### src/rtl/ex_mem_stage_reg.sv
// ex_mem_stage_reg: EX/MEM pipeline register of the 5-stage MIPS core.
//
// Captures the ALU result, store data, destination register and MEM/WB
// control bits from the execute stage, and resolves conditional branches
// from the ALU flags so fetch sees a registered taken/target pair.
// Update priority on each rising clock edge: rst > flush > stall > load.
//
// Optional build macro: EXMEM_OVF_TRAP_EN
//   defined   - out_ovf reports signed ADD/SUB overflow, and the faulting
//               instruction has out_reg_write/out_mem_write suppressed.
//   undefined - out_ovf is always 0; results commit with wrap-around.
//
// Ports:
//   clk, rst            rising-edge clock, asynchronous active-high reset
//   in_valid            EX stage holds a real instruction
//   stall               hold every register this cycle
//   flush               replace the stage contents with a bubble
//   alu_result          ALU result (DW)
//   alu_zero/lt/gt      ALU zero, signed less-than, signed greater-than
//   aluop               ALU operation code (0000 ADD, 0001 SUB)
//   src_a_sign/b_sign   sign bits of the two ALU operands
//   store_data          rt value for SW (DW)
//   rd                  destination register (RW)
//   reg_write, mem_read, mem_write, mem_to_reg   MEM/WB control
//   branch_type         000 none, 001 BEQ, 010 BNE, 011 BLT,
//                       100 BGT, 101 BLE, 110 BGE, 111 JUMP
//   branch_target       computed target address (DW)
//   out_*               registered stage contents
//   branch_taken        registered branch decision
//   branch_target_q     registered branch target
//   out_ovf             registered signed-overflow flag

module ex_mem_stage_reg #(
    parameter int unsigned DW = 32,
    parameter int unsigned RW = 5
) (
    input  logic          clk,
    input  logic          rst,
    input  logic          in_valid,
    input  logic          stall,
    input  logic          flush,
    input  logic [DW-1:0] alu_result,
    input  logic          alu_zero,
    input  logic          alu_lt,
    input  logic          alu_gt,
    input  logic [3:0]    aluop,
    input  logic          src_a_sign,
    input  logic          src_b_sign,
    input  logic [DW-1:0] store_data,
    input  logic [RW-1:0] rd,
    input  logic          reg_write,
    input  logic          mem_read,
    input  logic          mem_write,
    input  logic          mem_to_reg,
    input  logic [2:0]    branch_type,
    input  logic [DW-1:0] branch_target,
    output logic          out_valid,
    output logic [DW-1:0] out_alu_result,
    output logic [DW-1:0] out_store_data,
    output logic [RW-1:0] out_rd,
    output logic          out_reg_write,
    output logic          out_mem_read,
    output logic          out_mem_write,
    output logic          out_mem_to_reg,
    output logic          branch_taken,
    output logic [DW-1:0] branch_target_q,
    output logic          out_ovf
);

    localparam logic [3:0] ALUOP_ADD = 4'b0000;
    localparam logic [3:0] ALUOP_SUB = 4'b0001;

    localparam logic [2:0] BR_NONE = 3'b000;
    localparam logic [2:0] BR_BEQ  = 3'b001;
    localparam logic [2:0] BR_BNE  = 3'b010;
    localparam logic [2:0] BR_BLT  = 3'b011;
    localparam logic [2:0] BR_BGT  = 3'b100;
    localparam logic [2:0] BR_BLE  = 3'b101;
    localparam logic [2:0] BR_BGE  = 3'b110;
    localparam logic [2:0] BR_JUMP = 3'b111;

    // Complete stage payload, held as one register so flush/stall/reset act uniformly
    typedef struct packed {
        logic          valid;
        logic          reg_write;
        logic          mem_read;
        logic          mem_write;
        logic          mem_to_reg;
        logic          taken;
        logic          ovf;
        logic [DW-1:0] result;
        logic [DW-1:0] store_data;
        logic [RW-1:0] rd;
        logic [DW-1:0] target;
    } stage_t;

    stage_t stage_q;
    stage_t stage_d;

    logic br_cond_c;
    logic ovf_c;
    logic trap_c;
    logic res_sign_c;

    assign res_sign_c = alu_result[DW-1];

    // Branch condition from the current ALU flags
    always_comb begin
        br_cond_c = 1'b0;
        case (branch_type)
            BR_NONE: br_cond_c = 1'b0;
            BR_BEQ:  br_cond_c = alu_zero;
            BR_BNE:  br_cond_c = ~alu_zero;
            BR_BLT:  br_cond_c = alu_lt;
            BR_BGT:  br_cond_c = alu_gt;
            BR_BLE:  br_cond_c = ~alu_gt;
            BR_BGE:  br_cond_c = ~alu_lt;
            BR_JUMP: br_cond_c = 1'b1;
            default: br_cond_c = 1'b0;
        endcase
    end

    // Signed overflow from operand and result sign bits; only ADD and SUB can overflow
    always_comb begin
        ovf_c = 1'b0;
        case (aluop)
            ALUOP_ADD: ovf_c = (src_a_sign == src_b_sign) && (res_sign_c != src_a_sign);
            ALUOP_SUB: ovf_c = (src_a_sign != src_b_sign) && (res_sign_c != src_a_sign);
            default:   ovf_c = 1'b0;
        endcase
    end

`ifdef EXMEM_OVF_TRAP_EN
    assign trap_c = ovf_c;
`else
    // Overflow is not reported in this build; results wrap as ADDU/SUBU
    logic unused_ovf;
    assign trap_c     = 1'b0;
    assign unused_ovf = ovf_c;
`endif

    // Next stage contents: flush clears, stall holds, otherwise load
    always_comb begin
        stage_d = stage_q;
        if (flush) begin
            stage_d = '0;
        end else if (!stall) begin
            // Data fields are captured even for a bubble; only controls are gated
            stage_d.result     = alu_result;
            stage_d.store_data = store_data;
            stage_d.rd         = rd;
            stage_d.target     = branch_target;
            stage_d.valid      = in_valid;
            // $zero is never written
            stage_d.reg_write  = in_valid & reg_write & (rd != '0) & ~trap_c;
            stage_d.mem_read   = in_valid & mem_read;
            stage_d.mem_write  = in_valid & mem_write & ~trap_c;
            stage_d.mem_to_reg = in_valid & mem_to_reg;
            stage_d.taken      = in_valid & br_cond_c;
            stage_d.ovf        = in_valid & trap_c;
        end
    end

    // Stage register
    always_ff @(posedge clk or posedge rst) begin
        if (rst) begin
            stage_q <= '0;
        end else begin
            stage_q <= stage_d;
        end
    end

    assign out_valid       = stage_q.valid;
    assign out_alu_result  = stage_q.result;
    assign out_store_data  = stage_q.store_data;
    assign out_rd          = stage_q.rd;
    assign out_reg_write   = stage_q.reg_write;
    assign out_mem_read    = stage_q.mem_read;
    assign out_mem_write   = stage_q.mem_write;
    assign out_mem_to_reg  = stage_q.mem_to_reg;
    assign branch_taken    = stage_q.taken;
    assign branch_target_q = stage_q.target;
    assign out_ovf         = stage_q.ovf;

endmodule
### config.mk
export PLATFORM = sky130hd
export DESIGN_NAME = ex_mem_stage_reg
export DESIGN_NICKNAME = d
export VERILOG_FILES = /design/src/rtl/ex_mem_stage_reg.sv
export SDC_FILE = /design/constraint.sdc
export NUM_CORES = 1
export LEC_CHECK = 0
export ABC_CLOCK_PERIOD_IN_PS = 6800
export BUFFER_PORTS_ARGS = -buffer_cell sky130_fd_sc_hd__buf_4
export CORE_MARGIN = 4
export CORE_UTILIZATION = 49
export CTS_BUF_LIST = sky130_fd_sc_hd__clkbuf_16
export DETAILED_ROUTE_END_ITERATION = 7
export PLACE_DENSITY_LB_ADDON = 0.05
export SYNTH_ARGS = -nofsm -noshare
export SYNTH_HDL_FRONTEND = slang
export SYNTH_SLANG_ARGS = --single-unit
### constraint.sdc
create_clock -name clk -period 6.8 [get_ports clk]
set_clock_uncertainty 0.1 [all_clocks]
set_input_delay 1.02 -clock clk [delete_from_list [all_inputs] [get_ports clk]]
set_output_delay 1.02 -clock clk [all_outputs]
set_load 0.02 [all_outputs]
Word-level counts from Yosys, hierarchy flattened
Index checks and enable logic that the tools add are counted.
{"block": "op_classes", "add_sub_neg": 0, "multipliers": 0, "n_div": 0, "order_cmp": 0, "eq_ne": 8, "shift": 0, "mux": 3, "bitwise_logic": 9, "reduce_logical": 2}
{"op": "$mux W108", "n": 2}
{"op": "$eq A3 B3 Y1 const B", "n": 4}
{"op": "$pmux W1 S8", "n": 1}
{"op": "$and A1 B1 Y1", "n": 6}
{"op": "$eq A3 B2 Y1 const B", "n": 2}
{"op": "$reduce_bool A5 Y1", "n": 1}
{"op": "$eq A3 B1 Y1 const B", "n": 1}
{"op": "$logic_not A3 Y1", "n": 1}
{"op": "$not A1 Y1", "n": 3}
{"op": "$ne A2 B1 Y1 const B", "n": 1}
{"block": "totals", "register_bits": 108, "latch_bits": 0, "mem_bits_rw": 0, "mem_bits_ro": 0, "input_bits": 122, "output_inout_bits": 108, "elab_cells": 33, "n_memories": 0}

Logic depth before layout (Yosys ltp)
Gate-level depths: netlist of run 1.
{"block": "depth", "word_depth": 5, "ltp_mapped": 5, "ltp_nobuf": 3}

Worst setup path after synthesis of run 1
OpenSTA, ideal clock, no wires.
{"block": "synth_timing", "path_kind": "input -> register", "startpoint": "in rd[3]", "endpoint": "reg stage_q, in the netlist out_reg_write", "setup_ns": 0.123, "arrival_ns": 1.750, "slack_ns": 4.827, "path_stages": 3, "cell_sequence": "or4_1 o211ai_2 a21oi_1"}
{"block": "synth_between", "elab_chain_len": 4}
{"element": "from (decl)", "line_no": "50", "source": "input logic [RW-1:0] rd,"}
{"element": "$reduce_bool A5 Y1", "line_no": "155", "source": "stage_d.reg_write = in_valid & reg_write & (rd != '0) & ~trap_c;"}
{"element": "$and A1 B1 Y1", "line_no": "155"}
{"element": "$mux W108", "line_no": "147", "source": "end else if (!stall) begin"}
{"element": "$mux W108", "line_no": "145", "source": "if (flush) begin"}
{"element": "to (signal assigned)", "line_no": "169", "source": "stage_q <= stage_d;"}
{"element": "to (decl)", "line_no": "97", "source": "stage_t stage_q;"}
No other way between the ends. The select of a mux whose other input is x is not followed.
A chain may end at the register's enable or synchronous reset.

Final worst setup path of run 1
{"block": "layout_timing", "startpoint": "in stall", "endpoint": "reg stage_q, in the netlist out_alu_result[30]"}
{"block": "layout_between", "elab_chain_len": 1}
{"element": "from (decl)", "line_no": "40", "source": "input logic stall,"}
{"element": "$ne A2 B1 Y1 (no line)"}
No other way between the ends.

==> run metrics, run 1 <==
Min-Delay Path Class=reg2reg; Leak Pwr=3.52 nW; IO Count=between 200 and 250; max-cap violations=0; remaining global-route overflow=0; Row Count=34; die height=roughly 100 um; # diodes=0; CTS root buf=clkbuf_16; FF-to-FF path depth=2; Num CTS Buffers=9; worst hold path depth=2; Synth Area in XOR/XNOR=0; min Tclk post-route=2.65 ns; Detail Route Antenna Nets=0; Compound-Gate Fraction of Synth Area=0.0160; Post-CTS Setup Bufs=0; area share of fa/ha/maj cells after synthesis=0; Area growth, synth to finish=44.6%; Gate power share=0.181; setup violators final=0; P_sw=0.373 mW; CTS tree=yes; hold-fix buffer count after cts=0; clock network power share=0.331; final worst-path cycle share=0.390; I/O Buffers=222; Post-Synth Simple-Gate Area=0.107; final cell count without fillers=around 690; Core Box Area=about 8700 sq um; total of warnings raised by yosys=0; syn avg cell area=between 10 and 15 sq um; Data required, critical path=a little under 7 ns; Peak VDD IR=0.124 mV; CTS Sinks=approximately 110; DR iter-0 viols=a little over 90; register bit count reported by yosys=approximately 110; Max Clock Freq=377 MHz; RSZ-0062 raised after global routing=false; CP max stage cell=buf_4; largest net degree at the start of global routing=roughly 110; outcome=complete, no violations; H-Tree Depth=3; Sequential Power Share=0.488; Switching Share=0.263; Synth cell types=20; final hold vios=0; Via density=~5.0; share of post-route cells with drive strength above 1=0.414; dpl cells=669; Max clock buf depth=2; Global Route Usage Sum=0.206; Rel. slew slack=0.263; drt first pass iters=4; mux cell area share after synthesis=0.231; crit path kind=in2reg; Startpoint Class=input port; Initial Util=0.502; Routed WL=11,100 um; initial antenna violation count=0; Worst path max stage delay=approximately 0.70 ns; Int Pwr=approximately 1.0 mW; cell area power density=224 nW/um^2; vias in the first global route=3,440; post-cts sizing count=0; crit path DAT=2.72 ns; Seq/Total Area, Yosys=0.611; Final #Nets=around 690; largest family of logic cells by synthesized area=multiplexers; detailed placement HPWL=7970 um; Syn Std Cell Area=approximately 4400 sq um; DR vias=3,415; post-route setup TNS=0 ns; chip width=approximately 100 um; DRC errors left=0; crit path cell chain=buf_6 > buf_4 > mux2i_1 > nor2_1; worst-skew pair later-pin latency=approximately 0.32 ns; fin. max-slew vios=0; Worst-Margin Slew=1.11 ns; Synth Net Count=484; routability cong.=0.776; first-pass GRT wire length=16,800 um; Critical Path Fanout Max=roughly 70; post-DR wirelength/cell=~16 um; die area=10,500 sq um; Worst-path clk slew=roughly 0.070 ns; CP Capture Type=register; Syn Inst Count=about 360
-- power by group through the flow --
stage / registers [mW] / logic [mW] / clock network (mW)
2_1_floorplan: 0.746 / 0.0892 / 0
3_3_place_gp: 0.700 / 0.256 / 0
3_5_place_dp: 0.702 / 0.261 / 0
4_1_cts: 0.691 / 0.261 / 0.481
5_1_grt: 0.695 / 0.278 / 0.509
6_report: 0.691 / 0.257 / 0.469
-- metrics by stage --
stage	power (mW)	utilization	cell area [sq um]	hold slack [ns]	worst slack (ns)
2_1_floorplan	0.835	-	4380	0.518	2.86
3_3_place_gp	0.956	0.695	6060	0.404	3.88
3_5_place_dp	0.963	0.695	6060	0.413	3.80
4_1_cts	1.43	0.726	6330	0.430	4.16
5_1_grt	1.48	0.726	6330	0.456	4.08
6_report	1.42	0.726	6330	0.423	4.15
-- routing by layer --
layer / wire (um) / GRT usage / share of wire / vias up
li1: - / - / - / 1637
met1: 4160 / 0.247 / 0.38 / 1612
met2: 5500 / 0.348 / 0.50 / 146
met3: 1130 / 0.0643 / 0.10 / 20
met4: 280 / 0.0827 / 0.025 / 0
met5: 0 / 0 / 0 / -
-- critical path: cells and delay by family --
family,cells,cell delay (ns)
mux,1,0.30
simple gates,1,0.07
buf+inv,2,1.25
-- cell usage in the layout (no fill, tap or decap), types with 2 or more instances in the layout --
cell type / n
buf_4: 223
nor2_1: 102
mux2i_1: 101
nand2_1: 5
clkbuf_16: 9
nand3b_1: 3
a21oi_1: 5
dfrtp_1: 107
clkinv_4: 3
inv_1: 4
nand4b_1: 2
-- Yosys cell counts (all sizes together) --
library cell,count,share of area
o211ai,1,0.0029
nor2,102,0.087
o311ai,1,0.0020
buf,16,0.025
nor2b,1,0.0014
o2111ai,1,0.0020
nand4bb,1,0.0026
o22a,1,0.0020
inv,3,0.0026
nand4b,2,0.0040
dfrtp,107,0.61
nand2,5,0.0043
mux2i,101,0.23
nand3b,3,0.0051
clkbuf,9,0.0077
or4,1,0.0017
conb,1,0.00086
o22ai,1,0.0014
a21oi,5,0.0057
-- logic make-up (layout without fill, tap and decap cells) --
group / after synthesis / in the layout
compound gates: 10 / 10
buf+inv: 28 / 243
flops: 107 / 107
mux: 101 / 101
other cells: 1 / 1
simple gates: 115 / 115
-- area by class of cell --
type,instances,area (sq um)
clock buffer,9,225
clock inverter,7,46.3
fill,648,2390
inverter,3,13.8
multi-input combinational,227,1550
sequential,107,2680
tap,108,135
timing repair buffer,224,1690
-- path summary, 6_finish.rpt --
check	slack, ns	start	endpoint
max reg2reg	5.90	out_alu_result[30]$_DFFE_PP0P_	out_alu_result[30]$_DFFE_PP0P_
max	4.15	stall	out_alu_result[30]$_DFFE_PP0P_
max in group asynchronous	4.81	rst	out_store_data[5]$_DFFE_PP0P_
min in group asynchronous	0.65	rst	out_alu_result[2]$_DFFE_PP0P_
min reg2reg	0.42	out_alu_result[22]$_DFFE_PP0P_	out_alu_result[22]$_DFFE_PP0P_
min	0.42	out_alu_result[22]$_DFFE_PP0P_	out_alu_result[22]$_DFFE_PP0P_
No activity file was read; power rests on OpenSTA's default activity.
==> run 2: changes to the inputs <==
ABC_CLOCK_PERIOD_IN_PS = 2250   (was 6800)
CORE_UTILIZATION = 41   (was 49)
clock period = 2.25 ns   (was 6.8 ns; I/O delays follow)
==> run 2 against run 1 <==
  * Via count about the same
  * Highest routed layer unchanged
  * Design area up 2.6%
  * First-iteration DRC count up 78%
  * Sequential power rose to 3.0 times the previous value
  * Setup slack worse by 3.2 ns
  * Die area up 18%
  * Wire length up 4.2%
  * Cell count up 5.1%
  * Largest power group unchanged
  * Clock-buffer cell count unchanged
  * Power rose to 3.2 times the previous value
==> run metrics, run 2 (same netlist as run 1, synthesis figures left out) <==
hold-fix buffer count after cts=0; Core Box Area=a little over 10,000 sq um; commonest non-fill, non-tap cells in the layout=buf_4, dfrtp_1, nor2_1; min Tclk post-route=roughly 1.3 ns; crit path DAT=about 0.90 ns; drt first pass iters=4; critical path buffer and inverter count=1; post-cts sizing count=0; post-route setup TNS=0 ns; IO Count=between 200 and 250; vias in the first global route=roughly 3,700; Startpoint Class=register; Data required, critical path=between 1.5 and 2 ns; Final #Nets=about 700; fin. max-slew vios=0; final hold vios=0; post-DR wirelength/cell=around 16 um; Min-Delay Path Class=in2async; Max clock buf depth=2; Max Clock Freq=about 750 MHz; Area growth, synth to finish=48.3%; Worst-path clk slew=about 0.07 ns; die height=about 110 um; final worst-path cycle share=0.594; Row Count=37; clock network power share=0.361; CTS tree=yes; share of post-route cells with drive strength above 1=0.421; largest net degree at the start of global routing=108; CTS root buf=clkbuf_16; Via density=~4.7; H-Tree Depth=3; chip width=between 100 and 150 um; Routed WL=between 10,000 and 15,000 um; cell area power density=694 nW/um^2; Critical Path Fanout Max=2; Worst-Margin Slew=0.578 ns; Sequential Power Share=0.463; DR vias=between 3,000 and 4,000; CP max stage cell=dfrtp_1; die area=~12,000 sq um; DR iter-0 viols=166; setup violators final=0; RSZ-0062 raised after global routing=false; FF-to-FF path depth=2; Global Route Usage Sum=0.188; Pwr Total=~4.5 mW; outcome=complete, no violations; crit path cell chain=buf_4; Num CTS Buffers=9; Post-CTS Setup Bufs=0; first-pass GRT wire length=between 15,000 and 20,000 um; initial antenna violation count=0; remaining global-route overflow=0; Detail Route Antenna Nets=0; reg-to-reg startpoint=out_store_data[22]$_DFFE_PP0P_; R2R Setup Slk=roughly 1.4 ns; CTS Sinks=between 100 and 150; worst-skew pair later-pin latency=around 0.34 ns; most common cell after layout, fill and taps aside=buf_4; Worst path max stage delay=about 0.4 ns; detailed placement HPWL=8400 um; Switching Share=0.251; reg2reg end=out_store_data[22]$_DFFE_PP0P_; Initial Util=0.423; Rel. slew slack=0.614; DRC errors left=0; I/O Buffers=222; Gate power share=0.176; CP top delay family=flip-flops; CP Capture Type=primary output; # diodes=0; max-cap violations=0; Int Pwr=between 3 and 4 mW; routability cong.=approximately 0.79; crit path kind=reg2out; Peak VDD IR=between 0.3 and 0.4 mV; Leak Pwr=3.58 nW; P_sw=~1.1 mW
## run 2: cell count changes in the layout (fill, tap and decap cells not counted), moves of 2 or more
cell	previous run	this run
buf_12	0	3
bufinv_16	0	2
buf_4	223	227
clkinv_4	3	0
clkinvlp_4	0	2
## run 2: cell type report
cell class | count | area (sq um)
multi-input combinational | 227 | 1550
clock buffer | 9 | 225
tap | 136 | 170
fill | 872 | 3870
inverter | 3 | 15.0
clock inverter | 7 | 83.8
sequential | 107 | 2680
timing repair buffer | 231 | 1780
## run 2: worst max-delay path by stage
stage               depth (start not counted)  slack [ns]                         to                            start
floorplan                                   1        0.52   branch_taken$_DFFE_PP0P_                              rst
global placement                            4        0.76  out_reg_write$_DFFE_PP0P_                            rd[3]
detailed placement                          4        0.74  out_reg_write$_DFFE_PP0P_                            rd[3]
CTS                                         1        0.89        branch_target_q[24]  branch_target_q[24]$_DFFE_PP0P_
global route                                1        0.87        branch_target_q[24]  branch_target_q[24]$_DFFE_PP0P_
finish                                      1        0.91        branch_target_q[23]  branch_target_q[23]$_DFFE_PP0P_
## run 2: power groups by stage
stage,combinational (mW),sequential [mW],clock [mW]
global route,0.859,2.10,1.76
floorplan,0.270,2.25,0
global placement,0.794,2.12,0
detailed placement,0.806,2.12,0
finish,0.794,2.09,1.63
CTS,0.807,2.09,1.67
## run 2: routing by layer
metal / GRT usage / wire [um] / share of wire
met5: 0 / 0 / 0
met4: 0.0681 / 267 / 0.023
met3: 0.0723 / 1150 / 0.099
met2: 0.306 / 5540 / 0.48
met1: 0.227 / 4580 / 0.40
## run 2: metrics by stage
| step | instance area (sq um) | hold WS [ns] | utilization | instances | setup WS (ns) |
|---|---|---|---|---|---|
| finish | 6500 | 0.0463 | 0.627 | 720 | 0.915 |
| global placement | 6190 | 0.404 | 0.597 | 704 | 0.758 |
| global route | 6500 | 0.124 | 0.627 | 720 | 0.868 |
| floorplan | 4390 | 0.374 | - | 362 | 0.525 |
| detailed placement | 6190 | 0.414 | 0.597 | 704 | 0.745 |
| CTS | 6500 | 0.104 | 0.627 | 720 | 0.892 |
